### src/rtl/vx_fill_assembler_pkg.sv
// Shared fill-path definitions: beat geometry helpers, default widths and the
// fill request bundle consumed by the bank's fill mux.
package vx_fill_assembler_pkg;

  localparam int DEFAULT_CACHE_LINE_SIZE = 64;
  localparam int DEFAULT_MEM_DATA_WIDTH  = 128;
  localparam int DEFAULT_LINE_ADDR_WIDTH = 26;
  localparam int DEFAULT_TAG_WIDTH       = 8;

  function automatic int fill_beats(input int line_size, input int mem_width);
    return (line_size * 8) / mem_width;
  endfunction

  // Beat-select width never collapses to zero, even for single-beat lines.
  function automatic int beat_sel_width(input int beats);
    return (beats > 1) ? $clog2(beats) : 1;
  endfunction

  localparam int DEFAULT_BEATS = fill_beats(DEFAULT_CACHE_LINE_SIZE, DEFAULT_MEM_DATA_WIDTH);
  localparam int DEFAULT_BEAT_SEL_WIDTH = beat_sel_width(DEFAULT_BEATS);

  typedef struct packed {
    logic [DEFAULT_LINE_ADDR_WIDTH-1:0]   addr;
    logic [DEFAULT_TAG_WIDTH-1:0]         tag;
    logic [DEFAULT_CACHE_LINE_SIZE*8-1:0] data;
  } fill_req_t;

  typedef enum logic {
    COLLECT = 1'b0,
    PRESENT = 1'b1
  } fill_state_e;

endpackage

### src/rtl/vx_fill_assembler_if.sv
// Memory-response beat stream in, assembled fill request out.
interface vx_fill_assembler_if #(
  parameter int CACHE_LINE_SIZE = vx_fill_assembler_pkg::DEFAULT_CACHE_LINE_SIZE,
  parameter int MEM_DATA_WIDTH  = vx_fill_assembler_pkg::DEFAULT_MEM_DATA_WIDTH,
  parameter int LINE_ADDR_WIDTH = vx_fill_assembler_pkg::DEFAULT_LINE_ADDR_WIDTH,
  parameter int TAG_WIDTH       = vx_fill_assembler_pkg::DEFAULT_TAG_WIDTH
);
  logic                         mem_rsp_valid;
  logic                         mem_rsp_ready;
  logic [MEM_DATA_WIDTH-1:0]    mem_rsp_data;
  logic [LINE_ADDR_WIDTH-1:0]   mem_rsp_addr;
  logic [TAG_WIDTH-1:0]         mem_rsp_tag;
  logic                         mem_rsp_last;
  logic                         fill_valid;
  logic                         fill_ready;
  logic [LINE_ADDR_WIDTH-1:0]   fill_addr;
  logic [TAG_WIDTH-1:0]         fill_tag;
  logic [CACHE_LINE_SIZE*8-1:0] fill_data;
  logic                         protocol_err;

  modport master (
    input  mem_rsp_valid, mem_rsp_data, mem_rsp_addr, mem_rsp_tag, mem_rsp_last, fill_ready,
    output mem_rsp_ready, fill_valid, fill_addr, fill_tag, fill_data, protocol_err
  );

  modport slave (
    output mem_rsp_valid, mem_rsp_data, mem_rsp_addr, mem_rsp_tag, mem_rsp_last, fill_ready,
    input  mem_rsp_ready, fill_valid, fill_addr, fill_tag, fill_data, protocol_err
  );
endinterface

### src/rtl/vx_fill_beat_ctr.sv
// Beat index within the current line, wrap detection and sticky end-of-line
// marker mismatch flag.
module vx_fill_beat_ctr
  import vx_fill_assembler_pkg::*;
#(
  parameter int BEATS = DEFAULT_BEATS,
  parameter int SEL_W = beat_sel_width(BEATS)
) (
  input  logic             clk,
  input  logic             rst,
  input  logic             accept,
  input  logic             last,
  output logic [SEL_W-1:0] idx,
  output logic             wrap,
  output logic             err
);
  logic is_final;

  assign is_final = (idx == SEL_W'(BEATS - 1));
  assign wrap     = accept && is_final;

  // The line always completes by count; the source's marker is only audited.
  always_ff @(posedge clk or posedge rst) begin
    if (rst) begin
      idx <= '0;
      err <= 1'b0;
    end else if (accept) begin
      idx <= wrap ? '0 : idx + 1'b1;
      if (last != is_final) err <= 1'b1;
    end
  end
endmodule

### src/rtl/vx_fill_assembler.sv
// Gathers memory-response beats into one cache line and presents it as a
// single fill request to the data store.
module vx_fill_assembler
  import vx_fill_assembler_pkg::*;
#(
  parameter int CACHE_LINE_SIZE = DEFAULT_CACHE_LINE_SIZE,
  parameter int MEM_DATA_WIDTH  = DEFAULT_MEM_DATA_WIDTH,
  parameter int LINE_ADDR_WIDTH = DEFAULT_LINE_ADDR_WIDTH,
  parameter int TAG_WIDTH       = DEFAULT_TAG_WIDTH
) (
  input logic               clk,
  input logic               reset,
  vx_fill_assembler_if.master bus
);
  localparam int unsigned BEATS  = unsigned'(fill_beats(CACHE_LINE_SIZE, MEM_DATA_WIDTH));
  localparam int          SEL_W  = beat_sel_width(BEATS);
  localparam int          LINE_W = CACHE_LINE_SIZE * 8;

  fill_state_e                state;
  logic                       valid_q;
  logic                       accept;
  logic                       wrap;
  logic                       beat_err;
  logic [SEL_W-1:0]           idx;
  logic [LINE_W-1:0]          data_q;
  logic [LINE_ADDR_WIDTH-1:0] addr_q;
  logic [TAG_WIDTH-1:0]       tag_q;

  // While a line is held, a new beat may only enter alongside the fill handshake.
  assign bus.mem_rsp_ready = (state == COLLECT) ? 1'b1 : bus.fill_ready;
  assign accept            = bus.mem_rsp_valid && bus.mem_rsp_ready;

  vx_fill_beat_ctr #(
    .BEATS (BEATS),
    .SEL_W (SEL_W)
  ) u_beat_ctr (
    .clk    (clk),
    .rst    (reset),
    .accept (accept),
    .last   (bus.mem_rsp_last),
    .idx    (idx),
    .wrap   (wrap),
    .err    (beat_err)
  );

  always_ff @(posedge clk or posedge reset) begin
    if (reset) begin
      state   <= COLLECT;
      valid_q <= 1'b0;
    end else begin
      case (state)
        COLLECT: begin
          if (wrap) begin
            state   <= PRESENT;
            valid_q <= 1'b1;
          end
        end
        PRESENT: begin
          // A wrap here means a single-beat line refilled in the handshake cycle.
          if (bus.fill_ready && !wrap) begin
            state   <= COLLECT;
            valid_q <= 1'b0;
          end
        end
        default: begin
          state   <= COLLECT;
          valid_q <= 1'b0;
        end
      endcase
    end
  end

  always_ff @(posedge clk) begin
    if (accept) begin
      for (int unsigned b = 0; b < BEATS; b++) begin
        if (idx == SEL_W'(b)) data_q[b*MEM_DATA_WIDTH +: MEM_DATA_WIDTH] <= bus.mem_rsp_data;
      end
      if (idx == '0) begin
        addr_q <= bus.mem_rsp_addr;
        tag_q  <= bus.mem_rsp_tag;
      end
    end
  end

  assign bus.fill_valid   = valid_q;
  assign bus.fill_data    = data_q;
  assign bus.fill_addr    = addr_q;
  assign bus.fill_tag     = tag_q;
  assign bus.protocol_err = beat_err;
endmodule

### src/flat_wrapper.sv
// flat-port wrapper written by rule: the top's interface ports become plain ports
module vx_fill_assembler_flat import vx_fill_assembler_pkg::*;
#(
  parameter int CACHE_LINE_SIZE = DEFAULT_CACHE_LINE_SIZE,
  parameter int MEM_DATA_WIDTH  = DEFAULT_MEM_DATA_WIDTH,
  parameter int LINE_ADDR_WIDTH = DEFAULT_LINE_ADDR_WIDTH,
  parameter int TAG_WIDTH       = DEFAULT_TAG_WIDTH
)
  (clk, reset, bus_mem_rsp_valid, bus_mem_rsp_data, bus_mem_rsp_addr, bus_mem_rsp_tag, bus_mem_rsp_last, bus_fill_ready, bus_mem_rsp_ready, bus_fill_valid, bus_fill_addr, bus_fill_tag, bus_fill_data, bus_protocol_err);
  vx_fill_assembler_if #(.CACHE_LINE_SIZE(CACHE_LINE_SIZE), .MEM_DATA_WIDTH(MEM_DATA_WIDTH), .LINE_ADDR_WIDTH(LINE_ADDR_WIDTH), .TAG_WIDTH(TAG_WIDTH)) bus_i ();
  input logic clk;
  input logic reset;
  input wire logic [$bits(bus_i.mem_rsp_valid)-1:0] bus_mem_rsp_valid;
  input wire logic [$bits(bus_i.mem_rsp_data)-1:0] bus_mem_rsp_data;
  input wire logic [$bits(bus_i.mem_rsp_addr)-1:0] bus_mem_rsp_addr;
  input wire logic [$bits(bus_i.mem_rsp_tag)-1:0] bus_mem_rsp_tag;
  input wire logic [$bits(bus_i.mem_rsp_last)-1:0] bus_mem_rsp_last;
  input wire logic [$bits(bus_i.fill_ready)-1:0] bus_fill_ready;
  output wire logic [$bits(bus_i.mem_rsp_ready)-1:0] bus_mem_rsp_ready;
  output wire logic [$bits(bus_i.fill_valid)-1:0] bus_fill_valid;
  output wire logic [$bits(bus_i.fill_addr)-1:0] bus_fill_addr;
  output wire logic [$bits(bus_i.fill_tag)-1:0] bus_fill_tag;
  output wire logic [$bits(bus_i.fill_data)-1:0] bus_fill_data;
  output wire logic [$bits(bus_i.protocol_err)-1:0] bus_protocol_err;
  assign bus_i.mem_rsp_valid = bus_mem_rsp_valid;
  assign bus_i.mem_rsp_data = bus_mem_rsp_data;
  assign bus_i.mem_rsp_addr = bus_mem_rsp_addr;
  assign bus_i.mem_rsp_tag = bus_mem_rsp_tag;
  assign bus_i.mem_rsp_last = bus_mem_rsp_last;
  assign bus_i.fill_ready = bus_fill_ready;
  assign bus_mem_rsp_ready = bus_i.mem_rsp_ready;
  assign bus_fill_valid = bus_i.fill_valid;
  assign bus_fill_addr = bus_i.fill_addr;
  assign bus_fill_tag = bus_i.fill_tag;
  assign bus_fill_data = bus_i.fill_data;
  assign bus_protocol_err = bus_i.protocol_err;
  vx_fill_assembler #(.CACHE_LINE_SIZE(CACHE_LINE_SIZE), .MEM_DATA_WIDTH(MEM_DATA_WIDTH), .LINE_ADDR_WIDTH(LINE_ADDR_WIDTH), .TAG_WIDTH(TAG_WIDTH)) u_core (.clk(clk), .reset(reset), .bus(bus_i));
endmodule
### config.mk
export PLATFORM = sky130hd
export DESIGN_NAME = vx_fill_assembler_flat
export DESIGN_NICKNAME = d
export VERILOG_FILES = /design/src/rtl/vx_fill_assembler_pkg.sv /design/src/rtl/vx_fill_assembler_if.sv /design/src/rtl/vx_fill_beat_ctr.sv /design/src/rtl/vx_fill_assembler.sv /design/src/flat_wrapper.sv
export SDC_FILE = /design/constraint.sdc
export NUM_CORES = 1
export LEC_CHECK = 0
export ABC_AREA = 1
export CAP_MARGIN = 5
export CORE_AREA = 5 5 273 275
export CTS_BUF_LIST = sky130_fd_sc_hd__clkbuf_4 sky130_fd_sc_hd__clkbuf_8
export CTS_CLUSTER_DIAMETER = 60
export DETAILED_ROUTE_END_ITERATION = 6
export DIE_AREA = 0 0 278 280
export PLACE_DENSITY_LB_ADDON = 0.12
export SYNTH_ARGS = -nofsm -noshare
export SYNTH_HDL_FRONTEND = slang
export SYNTH_SLANG_ARGS = --single-unit
### constraint.sdc
create_clock -name clk -period 20.6 [get_ports clk]
set_input_delay 4.12 -clock clk [delete_from_list [all_inputs] [get_ports clk]]
set_output_delay 4.12 -clock clk [all_outputs]
set_load 0.005 [all_outputs]
### After elaboration in Yosys (flattened, before gate mapping)

Cells that the tools add are included.

| storage, ports and cells | value |
|---|---|
| bits in registers | 551 |
| input bits | 167 |
| output and inout bits | 549 |

| cells by class | value |
|---|---|
| $add $sub $neg | 1 |
| eq/ne operators | 6 |
| mux-type cells | 8 |
| bitwise gates (word level) | 1 |
| reductions and logical operators | 11 |

Operators with widths:

| kind | number |
|---|---|
| $reduce_and 2->1 | 6 |
| $mux 1 | 5 |
| $eq 2x2->1 const B | 2 |
| $ne 2x2->1 const B | 2 |
| $pmux 1 s2 | 2 |
| $logic_and 1x1->1 | 3 |
| $add 2x1->2 const B | 1 |
| $eq 2x1->1 const B | 1 |
| $logic_not 2->1 | 1 |
| $mux 2 | 1 |
| $logic_not 1->1 | 1 |
| $ne 1x1->1 | 1 |
| $not 1->1 | 1 |

### Longest topological paths before layout

Gate-level depths: netlist of run 1.

| depth | value |
|---|---|
| depth in word-level cells | 7 |
| mapped depth | 6 |

### By module

A second synthesis of run 1 with hierarchy kept.

| unflattened totals | value |
|---|---|
| cells, all modules | 589 |
| area total of the unflattened synthesis | 16706.0 µm² |

By module, submodules not included:

| module | times used | cells each | area an instance (µm²) | seq. area each (µm²) |
|---|---|---|---|---|
| vx_fill_assembler | 1 | 569 | 16553.4 | 16445.8 |
| vx_fill_beat_ctr | 1 | 20 | 152.6 | 75.1 |

### Worst setup path before layout of run 1

Ideal clock, no wire load.

| timing path | value |
|---|---|
| kind | input to register |
| from | input port bus_fill_ready |
| to | register u_core.addr_q[0], in the netlist u_core.bus.fill_addr[0] (enable) |
| library setup time | 686 ps |
| arrival time | 11082 ps |
| path slack | 8833 ps |
| stages on the path | 4 |
| path buffers | 0 |
| path through | inv_1 nand2_2 nand2_4 nor2_1 |

| on the way | value |
|---|---|
| longest elaborated chain between the ends | 3 |

Ends and longest elaborated chain:

| item | RTL line | source |
|---|---|---|
| start, declared | flat_wrapper.sv:18 | `input wire logic [$bits(bus_i.fill_ready)-1:0] bus_fill_ready;` |
| $mux 1 | vx_fill_assembler.sv:30 | `assign bus.mem_rsp_ready = (state == COLLECT) ? 1'b1 : bus.fill_ready;` |
| named net bus_mem_rsp_ready | flat_wrapper.sv:19 | `output wire logic [$bits(bus_i.mem_rsp_ready)-1:0] bus_mem_rsp_ready;` |
| $logic_and 1x1->1 | vx_fill_assembler.sv:31 | `assign accept = bus.mem_rsp_valid && bus.mem_rsp_ready;` |
| $reduce_and 2->1 (no source line) | n/a |  |
| end signal, assigned | vx_fill_assembler.sv:79 | `addr_q <= bus.mem_rsp_addr;` |
| end, declared | vx_fill_assembler.sv:26 | `logic [LINE_ADDR_WIDTH-1:0] addr_q;` |

The timed path passes the listed nets, and every way through them passes these cells.
A chain may end at the register's enable or synchronous reset.

### Worst setup path in the final report of run 1

| timing path | value |
|---|---|
| from | input port bus_fill_ready |
| to | output port bus_mem_rsp_ready |

| on the way | value |
|---|---|
| longest elaborated chain between the ends | 1 |

Ends and longest elaborated chain:

| item | RTL line |
|---|---|
| $mux 1 | vx_fill_assembler.sv:30 |
| end, declared | flat_wrapper.sv:19 |

Every way passes these cells.

==> results of run 1 <==
-- power by group --
part | switching [mW] | internal [mW]
logic | 0.283 | 0.289
registers | 0.0439 | 1.47
clock network | 0.438 | 0.513
total | 0.766 | 2.27
-- worst reg2reg max path, delay by kind of cell, from the launching register on --
family | cells | cell delay [ns]
buffers and inverters | 2 | 0.95
AND/OR/NAND/NOR | 1 | 0.57
flip-flops | 1 | 0.38
adder cells (fa/ha/maj) | 1 | 0.27
-- Yosys cell counts (all sizes together) --
master,count
edfxtp,546
a21oi,2
dfrtp,5
inv,12
nand2,4
o21ai,3
o21bai,1
nand4,1
nand3,1
xnor2,1
ha,4
nor2,4
-- cell type report --
type	count	area [sq um]
fill	6691	45000
sequential	551	16500
timing repair buffer	727	7250
clock buffer	129	1580
tap	959	1200
clock inverter	46	262
multi-input combinational	21	185
inverter	12	47.5
antenna	1	2.50
-- per-layer routing --
layer	global-route usage (%)	vias up	share of wire (%)
met5	0	-	0.042
met4	5.31	4	3.3
met3	6.53	106	11
met2	23.6	449	53
met1	13.2	4475	33
li1	-	4048	-
-- state kept, by name, indices dropped and copies added, names as in the netlist --
register               count
u_core.u_beat_ctr.err      1
u_core.bus.fill_tag        8
u_core.bus.fill_data     512
u_core.bus.fill_addr      26
u_core.state               1
u_core.bus.fill_valid      1
u_core.u_beat_ctr.idx      2
-- worst max-delay path by stage --
stage                                         end  slack, ns
after CTS                       bus_mem_rsp_ready      11.21
after floorplan           u_core.bus.fill_addr[0]       8.83
after global routing            bus_mem_rsp_ready      11.18
after detailed placement        bus_mem_rsp_ready      11.21
after global placement          bus_mem_rsp_ready      11.18
final                           bus_mem_rsp_ready      11.21
-- kinds of logic after synthesis --
group,count (synthesis),synth area share [%]
XOR/XNOR,1,0.0524
AO/OA/AOI/OAI,6,0.239
AND/OR/NAND/NOR,10,0.337
buffers and inverters,12,0.284
adder cells (fa/ha/maj),4,0.299
flip-flops,551,98.8
-- per-stage QoR --
| step | hold WS [ns] | utilization, % | instance area, sq um | total power, mW |
|---|---|---|---|---|
| finish | 0.503 | 37.5 | 27000 | 3.03 |
| global route | 0.522 | 37.5 | 27000 | 3.18 |
| CTS | 0.505 | 37.5 | 27000 | 3.11 |
| detailed placement | 0.480 | 35.0 | 25200 | 2.13 |
| global placement | 0.470 | 35.0 | 25200 | 2.13 |
| floorplan | 0.468 | - | 16700 | 1.69 |
-- cells in the final DEF (no fill, tap or decap), types with 4 or more instances in the layout --
cell type / synthesis / layout
nor2_4: 0 / 4
clkbuf_8: 0 / 98
buf_4: 0 / 12
clkbuf_4: 0 / 31
dfrtp_1: 5 / 5
clkdlybuf4s50_1: 0 / 715
clkinv_1: 0 / 29
clkinv_2: 0 / 11
edfxtp_1: 546 / 546
ha_1: 4 / 4
inv_1: 11 / 11
==> metrics.md, run 1 <==
| Metric | Value |
|---|---|
| Outcome | `complete, no violations` |
| Worst path cell trace | `clkdlybuf4s50_1 -> inv_1 -> nand2_2 -> clkdlybuf4s50_1` |
| Largest net degree at the start of global routing | `57` |
| Synthesis warning total | `0` |
| Endpoints failing setup | `0` |
| Setup Buffers After CTS | `0` |
| Clk sink count | `551` |
| Fin cells | `2446` |
| Synth area leader | `edfxtp_1` |
| RSZ-0062 raised after global routing | `false` |
| Overall routed net length | `54.3 mm` |
| Area grow syn2layout | `61.7%` |
| Placed Instances | `2270` |
| Skew-Pair Late Insertion Delay | `0.67 ns` |
| DR vias/cell | `3.71` |
| Number of global-route vias before repair | `9716` |
| Ranking of synthesized cells by area | `edfxtp_1 98%, dfrtp_1 0.75%, ha_1 0.30%` |
| Post-synthesis cell count | `584` |
| Drt first pass iters | `4` |
| Core Footprint | `72100 sq um` |
| Hold_buf cts | `0` |
| CP endpoint kind | `output pin` |
| Least-Margin Pin Slew | `0.982 ns` |
| CTS H-tree depth | `3` |
| Antenna violations before repair | `4` |
| Layout cells sized above 1 | `11.3%` |
| Post-Syn Area | `16700 sq um` |
| Smallest setup slack after layout | `11.21 ns` |
| Min-delay src | `u_core.u_beat_ctr.err` |
| Critical path's slowest cell | `clkdlybuf4s50_1` |
| Root Driver | `clkbuf_8` |
| Final Wtd Congestion | `0.741` |
| Worst path depth | `4` |
| CTS tree | `yes` |
| Avg Cell Area, Syn | `28.6 sq um` |
| CP startpoint | `bus_fill_ready` |
| VDD IR-drop max | `78.5 uV` |
| R2R cell count | `4` |
| Crit-path most repeated cell | `clkdlybuf4s50_1` |
| R2R Setup Slk | `17.94 ns` |
| Max-cap viol count | `0` |
| Sequential cell area fraction in the yosys report | `98.8%` |
| Register bit total from synthesis | `551` |
| Synth top area share | `98.0%` |
| WP data required | `16.48 ns` |
| Pins over their slew limit | `0` |
| Critical Setup Path Class | `in -> out` |
| Relative slew slack | `34.5%` |
| Net Count, Synth | `755` |
| Post-cts sizing count | `0` |
| Post-route DRC | `0` |
| Max Fclk | `107 MHz` |
| Die Area | `77800 sq um` |
| DP Worst Slack | `11.21 ns` |
| Wire per inst | `22.2 um` |
| Die Span X | `278 um` |
| Dpl hpwl | `39.2 mm` |
| WP buf/inv | `3` |
| CTS Buffer Depth | `3` |
| Worst EP arrival | `5.27 ns` |
| Pwr Density | `112 nW/um^2` |
| CP startpoint kind | `input port` |
| Initial DRC Count | `416` |
| Setup_tns | `0 ns` |
| # port buffers | `715` |
| First-pass GRT wire length | `74.4 mm` |
| Worst-path clk slew | `0.06 ns` |
| Crit path time final | `9.39 ns` |
| Layout Nets | `1580` |
| Vias | `9082` |
| Worst Path Max Fanout | `4` |
| Lkg Pwr | `9.03 nW` |
| Site Rows | `99` |
| Total CTS buffers | `96` |
| Total gr overflow | `0` |
| Unique masters post-synth | `16` |
| Global Route Usage Sum | `13.2%` |
| # IOs | `716` |
| Tcrit/Tclk final | `45.6%` |
| Slowest Stage Delay on Critical Path | `0.52 ns` |
| Clk_skew | `0.0495 ns` |
| Hold Path Class | `reg -> reg` |
| R2r startpoint | `u_core.u_beat_ctr.idx[1]` |
| R2r endpoint | `u_core.bus.fill_data[478]` |
| Antenna Nets Post-Route | `0` |
| Chip Height | `280 um` |
| Hold path cells | `1` |
| Initial core utilization | `23.2%` |
| Sink of the worst hold path | `u_core.u_beat_ctr.err` |
| Endpoints failing hold | `0` |
| Top Family by Delay on Critical Path | `buffers and inverters` |
Note: power is estimated with default switching activity, not from simulation.
==> inputs of run 2 (changes only) <==
clock period = 8.9 ns   (was 20.6 ns; I/O delays follow)
==> metrics.md, run 2 (same netlist as run 1, synthesis figures left out) <==
| Metric | Value |
|---|---|
| Clk_skew | `0.0353 ns` |
| First-pass GRT wire length | `73.0 mm` |
| Area grow syn2layout | `61.5%` |
| Pwr Density | `259 nW/um^2` |
| Fillers | `6706` |
| Max-cap viol count | `0` |
| # port buffers | `715` |
| Global Route Usage Sum | `12.9%` |
| Hold_buf cts | `0` |
| Largest net degree at the start of global routing | `123` |
| Root Driver | `clkbuf_8` |
| R2r startpoint | `u_core.u_beat_ctr.idx[0]` |
| CTS H-tree depth | `3` |
| Drt first pass iters | `4` |
| Critical Setup Path Class | `in -> out` |
| WP data required | `7.12 ns` |
| RSZ-0062 raised after global routing | `false` |
| Post-cts sizing count | `0` |
| Pins over their slew limit | `0` |
| Commonest non-fill, non-tap cells in the layout | `715 x clkdlybuf4s50_1, 546 x edfxtp_1, 98 x clkbuf_8` |
| Layout Nets | `1576` |
| Lkg Pwr | `8.98 nW` |
| Max Fclk | `212 MHz` |
| R2r endpoint | `u_core.bus.fill_data[42]` |
| Initial core utilization | `23.2%` |
| Die Area | `77800 sq um` |
| Vias | `9035` |
| Worst EP arrival | `2.94 ns` |
| Initial DRC Count | `377` |
| Site Rows | `99` |
| Tcrit/Tclk final | `53.1%` |
| Core Footprint | `72100 sq um` |
| Least-Margin Pin Slew | `1.18 ns` |
| Setup_tns | `0 ns` |
| Worst Path Max Fanout | `4` |
| Crit path capture | `bus_mem_rsp_ready` |
| Antenna violations before repair | `4` |
| Worst-path clk slew | `0.05 ns` |
| Endpoints failing setup | `0` |
| VDD IR-drop max | `141 uV` |
| R2R Setup Slk | `5.87 ns` |
| Post-route DRC | `0` |
| Crit path time final | `4.72 ns` |
| Dpl hpwl | `37.1 mm` |
| Final Wtd Congestion | `0.753` |
| Number of global-route vias before repair | `9768` |
| Relative slew slack | `21.4%` |
| CP startpoint kind | `input port` |
| Hold Path Class | `reg -> reg` |
| R2R cell count | `5` |
| Clk sink count | `551` |
| Chip Height | `280 um` |
| Skew-Pair Late Insertion Delay | `0.67 ns` |
| Total CTS buffers | `98` |
| CP endpoint kind | `output pin` |
| Overall routed net length | `53.0 mm` |
| Wire per inst | `21.8 um` |
| CP startpoint | `bus_fill_ready` |
| Endpoints failing hold | `0` |
| Die Span X | `278 um` |
| Total gr overflow | `0` |
| Final Power | `7.00 mW` |
| Antenna Nets Post-Route | `0` |
| Layout cells sized above 1 | `11.0%` |
| Setup Buffers After CTS | `0` |
| DR vias/cell | `3.71` |
| # IOs | `716` |
| Commonest non-fill, non-tap cell in the layout | `clkdlybuf4s50_1` |
| CTS tree | `yes` |
| Number of flip-flops in the largest register | `512` |
| Outcome | `complete, no violations` |
| CTS Buffer Depth | `3` |
==> run 2: how the worst min path moves through the flow <==
| stage | from | to | slack, ns | depth (start not counted) |
|---|---|---|---|---|
| 5_1_grt | u_core.u_beat_ctr.err | u_core.u_beat_ctr.err | 0.51 | 1 |
| 2_1_floorplan | u_core.u_beat_ctr.err | u_core.u_beat_ctr.err | 0.47 | 1 |
| 4_1_cts | u_core.u_beat_ctr.err | u_core.u_beat_ctr.err | 0.49 | 1 |
| 3_5_place_dp | u_core.u_beat_ctr.err | u_core.u_beat_ctr.err | 0.47 | 1 |
| 6_report | u_core.u_beat_ctr.err | u_core.u_beat_ctr.err | 0.48 | 1 |
| 3_3_place_gp | u_core.u_beat_ctr.err | u_core.u_beat_ctr.err | 0.48 | 1 |
==> run 2: where the power goes <==
group | leakage, nW | total (mW) | switching, mW | internal (mW)
combinational | 2.96 | 1.32 | 0.648 | 0.668
clock | 0.949 | 2.19 | 1.00 | 1.19
sequential | 5.07 | 3.50 | 0.101 | 3.39
==> run 2: layout make-up <==
type,instances,area [sq um],area share [%]
timing repair buffer,721,7240,26.8
tap,959,1200,4.44
clock buffer,130,1590,5.88
clock inverter,37,219,0.811
multi-input combinational,21,185,0.686
sequential,551,16500,61.2
inverter,12,47.5,0.176
antenna,3,7.51,0.0278
==> run 2: layer usage <==
layer / vias up / GRT usage, % / share of wire (%)
li1: 4040 / - / -
met1: 4468 / 12.6 / 33
met2: 435 / 23.7 / 54
met3: 92 / 6.07 / 10
met4: 0 / 4.96 / 2.9
met5: - / 0 / 0
==> run 2: critical path, stage by stage <==
cell	delay (ns)
clkdlybuf4s50_1	0.46
inv_1	0.06
nand2_2	0.11
clkdlybuf4s50_1	0.53
==> run 2: per-stage QoR <==
stage	cells	utilization (%)	cell area, sq um	setup WS [ns]	hold slack, ns
final	2434	37.5	27000	4.18	0.477
after global routing	2433	37.5	27000	4.13	0.506
after CTS	2431	37.5	27000	4.17	0.491
after detailed placement	2264	34.9	25200	3.98	0.474
after global placement	2264	34.9	25200	3.97	0.481
after floorplan	584	-	16700	0.942	0.468
